$ cat config.mk
export PLATFORM = sky130hd
export DESIGN_NAME = pb_debouncer
export DESIGN_NICKNAME = d
export VERILOG_FILES = /design/src/rtl/pb_debouncer_pkg.sv /design/src/rtl/sync_2ff.sv /design/src/rtl/pb_debouncer.sv
export SDC_FILE = /design/constraint.sdc
export NUM_CORES = 1
export LEC_CHECK = 0
export BUFFER_PORTS_ARGS = -buffer_cell sky130_fd_sc_hd__buf_2
export CORE_ASPECT_RATIO = 0.9
export CORE_MARGIN = 2
export CORE_UTILIZATION = 59
export DETAILED_ROUTE_END_ITERATION = 8
export GPL_TIMING_DRIVEN = 0
export HOLD_SLACK_MARGIN = 0.08
export PLACE_DENSITY = 0.82
export SYNTH_ARGS = -nofsm -noshare
export SYNTH_HDL_FRONTEND = slang
export SYNTH_SLANG_ARGS = --single-unit
$ cat constraint.sdc
create_clock -name clk -period 1.9 [get_ports clk]
set_clock_uncertainty 0.05 [all_clocks]
set_input_delay 0.475 -clock clk [delete_from_list [all_inputs] [get_ports clk]]
set_output_delay 0.475 -clock clk [all_outputs]
set_load 0.005 [all_outputs]
$ cat src/rtl/pb_debouncer_pkg.sv
// Shared constants, types and helpers for the push-button debouncer.
package pb_debouncer_pkg;

   localparam int unsigned DEFAULT_STABLE_CYCLES = 1_000_000;
   localparam int unsigned CLK_FREQ_HZ           = 50_000_000;

   typedef logic pb_level_t;

   // Counter width: never narrower than one bit, even for a threshold of 1.
   function automatic int unsigned cnt_width(input int n);
      int w;
      w = $clog2(n);
      return (w < 1) ? 1 : int'(w);
   endfunction

endpackage

$ cat src/rtl/sync_2ff.sv
// Two-flop synchronizer for a single asynchronous level; resets to 0.
module sync_2ff (
   input  logic clk,
   input  logic rst,
   input  logic d_i,
   output logic q_o
);

   logic s1_d, s1_q;
   logic s2_d, s2_q;

   always_comb begin
      s1_d = d_i;
      s2_d = s1_q;
   end

   always_ff @(posedge clk or negedge rst) begin
      if (!rst) begin
         s1_q <= 1'b0;
         s2_q <= 1'b0;
      end else begin
         s1_q <= s1_d;
         s2_q <= s2_d;
      end
   end

   assign q_o = s2_q;

endmodule

$ cat src/rtl/pb_debouncer.sv
// Push-button debouncer: synchronizes pb_in and updates pb_out only after a stable run.
// Define PB_DEBOUNCER_EDGE_EN to add the registered pb_rise/pb_fall pulse outputs.
module pb_debouncer
   import pb_debouncer_pkg::*;
#(
   parameter int unsigned STABLE_CYCLES = DEFAULT_STABLE_CYCLES
) (
   input  logic clk,
   input  logic rst,
   input  logic pb_in,
`ifdef PB_DEBOUNCER_EDGE_EN
   output logic pb_out,
   output logic pb_rise,
   output logic pb_fall
`else
   output logic pb_out
`endif
);

   localparam int unsigned     CNT_W   = cnt_width(int'(STABLE_CYCLES));
   localparam logic [CNT_W-1:0] CNT_MAX = CNT_W'(STABLE_CYCLES - 1);

   pb_level_t        pb_sync;
   pb_level_t        pb_out_d, pb_out_q;
   logic [CNT_W-1:0] cnt_d, cnt_q;

   sync_2ff u_sync (
      .clk (clk),
      .rst (rst),
      .d_i (pb_in),
      .q_o (pb_sync)
   );

   // Any sample matching pb_out discards the run; the count is cleared at the threshold.
   always_comb begin
      pb_out_d = pb_out_q;
      cnt_d    = cnt_q;
      if (pb_sync == pb_out_q) begin
         cnt_d = '0;
      end else if (cnt_q == CNT_MAX) begin
         pb_out_d = pb_sync;
         cnt_d    = '0;
      end else begin
         cnt_d = cnt_q + CNT_W'(1);
      end
   end

   always_ff @(posedge clk or negedge rst) begin
      if (!rst) begin
         pb_out_q <= 1'b0;
         cnt_q    <= '0;
      end else begin
         pb_out_q <= pb_out_d;
         cnt_q    <= cnt_d;
      end
   end

   assign pb_out = pb_out_q;

`ifdef PB_DEBOUNCER_EDGE_EN
   logic pb_rise_d, pb_rise_q;
   logic pb_fall_d, pb_fall_q;

   // Pulses register alongside pb_out so they coincide with its change.
   always_comb begin
      pb_rise_d = pb_out_d & ~pb_out_q;
      pb_fall_d = ~pb_out_d & pb_out_q;
   end

   always_ff @(posedge clk or negedge rst) begin
      if (!rst) begin
         pb_rise_q <= 1'b0;
         pb_fall_q <= 1'b0;
      end else begin
         pb_rise_q <= pb_rise_d;
         pb_fall_q <= pb_fall_d;
      end
   end

   assign pb_rise = pb_rise_q;
   assign pb_fall = pb_fall_q;
`endif

endmodule

# Word level (Yosys, flattened, before mapping)
# Index checks and enable logic that the tools add are counted.
[word_totals]
register_bits = 23
latchBits = 0
ramBits = 0
romBits = 0
input_bits = 3
output_inout_bits = 1
word_cells = 11
memories = 0
[op_classes]
add_sub_neg = 1
multipliers = 0
div = 0
n_lt_le_gt_ge = 0
eq_ne = 2
shifts = 0
muxes = 2
bitwise = 1
n_reduce_logical = 1
[op_table]
columns = ["cell", "n"]
rows = [
  ["20-bit 2-to-1 mux", 2],
  ["20-bit by 1-bit adder with 20-bit output, second input constant", 1],
  ["20-bit equality test, second input constant", 1],
  ["2-bit AND reduction", 1],
  ["1-bit equality test", 1],
  ["1-bit NOT", 1],
]

# Logic depth before layout (Yosys ltp)
[depth]
depth_word = 3
mapped_depth = 6
mapped_depth_nobuf = 5

# By module
# Synthesis repeated with hierarchy kept, for this count alone.
[hier_totals]
cells_unflattened = 108
hier_area_um2 = 1114.8
[by_module_without_submodules]
columns = ["mod", "instances", "cells_per_inst", "area_each_um2", "seq_area_each_um2"]
rows = [
  ["pb_debouncer", 1, 106, 1064.8, 525.5],
  ["sync_2ff", 1, 2, 50.0, 50.0],
]

# Worst setup path before layout
# No wires, ideal clock.
[synth_path]
path_type = "reg-to-reg"
from = "reg cnt_q[4]"
to = "reg cnt_q[17]"
setup_ps = 78
arrival_ps = 1541
t_required_ps = 1772
path_slack_ps = 231
stages_incl_launch_ff = 5
path_buffers = 0
synth_period_minus_slack_ps = 1669
path_cell_list = "dfrtp_1 > nand4_4 > or4_1 > or3_1 > a21oi_1"
[synth_via]
elab_chain_len = 3
word_cells_on_any_way = 4
cone_classes = "add/sub: 1; eq/ne: 1; mux: 2"
[synth_rtl]
columns = ["item", "line_no", "text"]
rows = [
  ["from (decl)", "pb_debouncer.sv:25", "logic [CNT_W-1:0] cnt_d, cnt_q;"],
  ["from (signal assigned)", "pb_debouncer.sv:54", "cnt_q <= cnt_d;"],
  ["20-bit by 1-bit adder with 20-bit output or 20-bit equality test (tied branches)", "pb_debouncer.sv:44, pb_debouncer.sv:40", ""],
  ["20-bit 2-to-1 mux *", "pb_debouncer.sv:40", "end else if (cnt_q == CNT_MAX) begin"],
  ["20-bit 2-to-1 mux *", "pb_debouncer.sv:38", "if (pb_sync == pb_out_q) begin"],
  ["via cnt_d[17]", "pb_debouncer.sv:25", ""],
]
# Mark *: on every way through the listed nets, which the timed path passes. The rest lies on a longest branch.
# A chain may end at the register's enable or synchronous reset.

# Final worst setup path
[layout_path]
from = "reg cnt_q[1]"
to = "reg pb_out_q (netlist: pb_out)"
[layout_via]
elab_chain_len = 2
[layout_rtl]
columns = ["item", "line_no", "text"]
rows = [
  ["20-bit equality test", "pb_debouncer.sv:40", ""],
  ["2-bit AND reduction (no source line)", "n/a", ""],
  ["to (signal assigned)", "pb_debouncer.sv:53", "pb_out_q <= pb_out_d;"],
  ["to (decl)", "pb_debouncer.sv:24", "pb_level_t pb_out_d, pb_out_q;"],
]
# No other way between the ends.

==> impl_metrics.ini <==
[synthesis]
syn_nets = 112
ys_seq_area_share_pct = 51.6
synth_cells = 108
yosysTopAreaCellShare_pct = 51.6
synth_largest_area_cell = dfrtp_1
synth.avg_cell_area_um2 = 10.3
ys_seq_elements = 23
synthTopCellsByArea = dfrtp_1 (52%), xnor2_1 (8.6%), nor2_1 (6.4%)
synth_area_mm2 = 0.00111
ys.warnings.count = 0
yosysUniqueCellTypes = 26

[final_layout]
seq_area_um2 = 581
filler_cell_count = 137
multi_input_area_um2 = 544
post-route-util_pct = 72.2
antennaDiodeCount = 0
fin_nets = 122
drive_gt1_share_pct = 17.9
area.growth.synth_to_final_pct = 11.2

[worst_setup_path]
worstPathMaxFanout = 4
r2r_setup_slack_ns = 0.08
cp-start-kind = flip-flop
startpoint = cnt_q[1]$_DFF_PN0_
cp-end-kind = flip-flop
rr_endpoint = pb_out$_DFFE_PN0P_
cp.arrival_ns = 1.99
setup.worst_path.end = pb_out$_DFFE_PN0P_
crit_type = reg2reg
r2r-start = cnt_q[1]$_DFF_PN0_
worstPathCellList = ha_1 > and3_2 > nand4_1 > nor2_2 > mux2_2
critPathMaxStageDelay_ns = 0.43
ff2ff_path_depth = 5
cp.required_ns = 2.08
cpMaxStageDelayCell = dfrtp_1

[global_routing]
grtUsageTotal_pct = 21.1
antenna_found_initial = 0
gr-total-overflow = 0
grt_max_degree = 24
grt_first_pass_wirelength_um = 3400
grt_pass1_vias = 741

[routing]
via_per_inst = 5.77
ant_nets = 0
drtIter0Drc = 14
drc_errors = 0
firstDrtPassIters = 4
num_vias = 814
routedWlPerCell_um = 14.6
wirelength_um = 2060

[sta]
finalWorstSetupSlack_ns = 0.0842
rsz0062_at_grt = yes
slew_viol_final = 0
period_needed_ns = 1.82
setup_viol = 0
hold_slack_ns = 0.195
fmax_mhz = 551
finalHoldViolations = 0
fin_crit_sh_pct = 95.6
slew-limit-headroom_pct = 62.4
worst_slew_pin_slew_ns = 0.560

[cts]
insertion_delay_ns = 0.32
htreeDepth = 1
cts_buffers = 3
tritoncts = done
cts.clk_slew.worst_paths_ns = 0.13
cts_sinks = 23
cts_buffer_depth = 2
clock_tree.root_cell = clkbuf_4

[pwr]
p_per_area_mw_per_mm2 = 626
p_comb_share_pct = 4.5
swShare_pct = 24.0
p_switching_mw = 0.187
clockPowerShare_pct = 30.5
p_int_mw = 0.589
p_leak_nw = 0.504
p_seq_share_pct = 65.0
irDropWorstVdd_uv = 566

[floorplanning]
fp.dieW_um = 49.8
fp.coreArea_mm2 = 0.00172
initial_core_util_pct = 64.9
ioPinCount = 4
rows = 14
die_h_um = 45.2
die-area_mm2 = 0.00225

[placed_design]
gp_congestion = 0.839
io_buffers = 3
place_ws_ns = -0.105
place_hpwl_um = 1310

[job]
cap_viol_max_count = 0

[status]
status = completed

[min_path]
hold_path_class = in2reg
whs_path_depth = 1
-- critical path: cells and delay by family, from the launching register on --
family / cells / cell delay (ns)
and+or+nand+nor: 3 / 0.64
DFF: 1 / 0.43
adders and majority gates: 1 / 0.26
muxes: 1 / 0.35
-- through the flow --
stage	power (mW)	instance area, µm²	setup TNS [ns]	instances
floorplan	0.526	1110	0	108
global placement	0.541	1160	-0.348	135
detailed placement	0.543	1160	-0.785	135
CTS	0.781	1210	0	141
global route	0.805	1240	-0.0413	141
finish	0.776	1240	0	141
-- synthesized netlist by cell type --
| cell | number |
|---|---|
| or3_1 | 2 |
| nand4_1 | 3 |
| nand4_4 | 1 |
| nand4_2 | 1 |
| and4_1 | 2 |
| a21oi_1 | 2 |
| and3_1 | 1 |
| o21ai_2 | 1 |
| nor4b_1 | 2 |
| xnor2_1 | 11 |
| ha_1 | 1 |
| xor2_1 | 5 |
| o21ai_0 | 2 |
| dfrtp_1 | 23 |
| nor2_1 | 19 |
| nor4_2 | 1 |
| nor3_1 | 5 |
| nand2_1 | 6 |
| nand3_1 | 6 |
| buf_2 | 1 |
| nor4_1 | 4 |
| and2_1 | 1 |
| mux2_2 | 1 |
| or4_1 | 1 |
| inv_1 | 4 |
| mux2i_1 | 2 |
-- worst min-delay path by stage --
stage | start | end | slack (ns)
2_1_floorplan | rst | cnt_q[0]$_DFF_PN0_ | 0.13
3_3_place_gp | u_sync.s1_q$_DFF_PN0_ | u_sync.q_o$_DFF_PN0_ | 0.29
3_5_place_dp | u_sync.s1_q$_DFF_PN0_ | u_sync.q_o$_DFF_PN0_ | 0.29
4_1_cts | pb_in | u_sync.s1_q$_DFF_PN0_ | 0.19
5_1_grt | pb_in | u_sync.s1_q$_DFF_PN0_ | 0.17
6_report | pb_in | u_sync.s1_q$_DFF_PN0_ | 0.19
-- layer usage --
layer / track usage, % / up-vias / wire length [µm]
li1: - / 395 / -
met2: 34.1 / 22 / 950
met4: 6.67 / 0 / 31
met3: 6.95 / 6 / 92
met5: 0 / - / 0
met1: 27.3 / 391 / 981
-- cells by family after synthesis --
| family | synth area share [%] |
|---|---|
| AND/OR/NAND/NOR | 27.5 |
| flip-flops | 51.6 |
| XOR/XNOR | 12.6 |
| AO/OA/AOI/OAI | 2.58 |
| buffers and inverters | 1.79 |
| multiplexers | 2.81 |
| adder cells (fa/ha/maj) | 1.12 |
-- timing repair --
action	in CTS	in global routing
setup endpoints to repair	10	6
pin swaps	1	2
setup buffers	1	0
gates resized for setup	1	9
endpoints found under the hold margin	23	0
hold buffers	1	0
-- power by group through the flow --
stage          clock (mW)  sequential, mW  combinational [mW]
2_1_floorplan           0           0.512              0.0148
3_3_place_gp            0           0.512              0.0290
5_1_grt             0.259           0.506              0.0406
3_5_place_dp            0           0.513              0.0299
4_1_cts             0.243           0.504              0.0343
6_report            0.237           0.504              0.0350
-- cells in the final DEF (no fill, tap or decap) --
cell,instances
or3_1,2
nor3_1,5
inv_1,4
xnor2_1,11
o21ai_0,2
nand3_2,1
clkinvlp_4,1
o21ai_4,1
nand4_2,1
nand4_4,1
nor2_1,18
or4_1,1
dfrtp_2,4
a21oi_1,2
nand3_1,5
nor4_1,4
dfrtp_1,19
mux2_2,1
ha_1,1
buf_4,1
nor2_2,1
nor4_4,1
and2_1,1
and3_2,1
and4_1,2
buf_2,3
nor4b_1,2
nand4_1,3
nand2_1,6
clkbuf_4,4
mux2i_1,2
dlygate4sd3_1,1
xor2_1,5
-- layout make-up --
class                           instances  share of cell area (%)
Clock buffer                            3                    1.82
Inverter                                4                    1.21
Clock inverter                          1                   0.605
Multi-Input combinational cell         80                    43.9
Tap cell                               24                    2.42
Timing Repair Buffer                    5                    2.62
Sequential cell                        23                    46.8
Buffer                                  1                   0.605
-- sequential cells by signal (all words and copies together) (netlist names) --
name	count
u_sync.q_o	1
cnt_q	20
pb_out	1
u_sync.s1_q	1
Note: power is estimated with default switching activity, not from simulation.
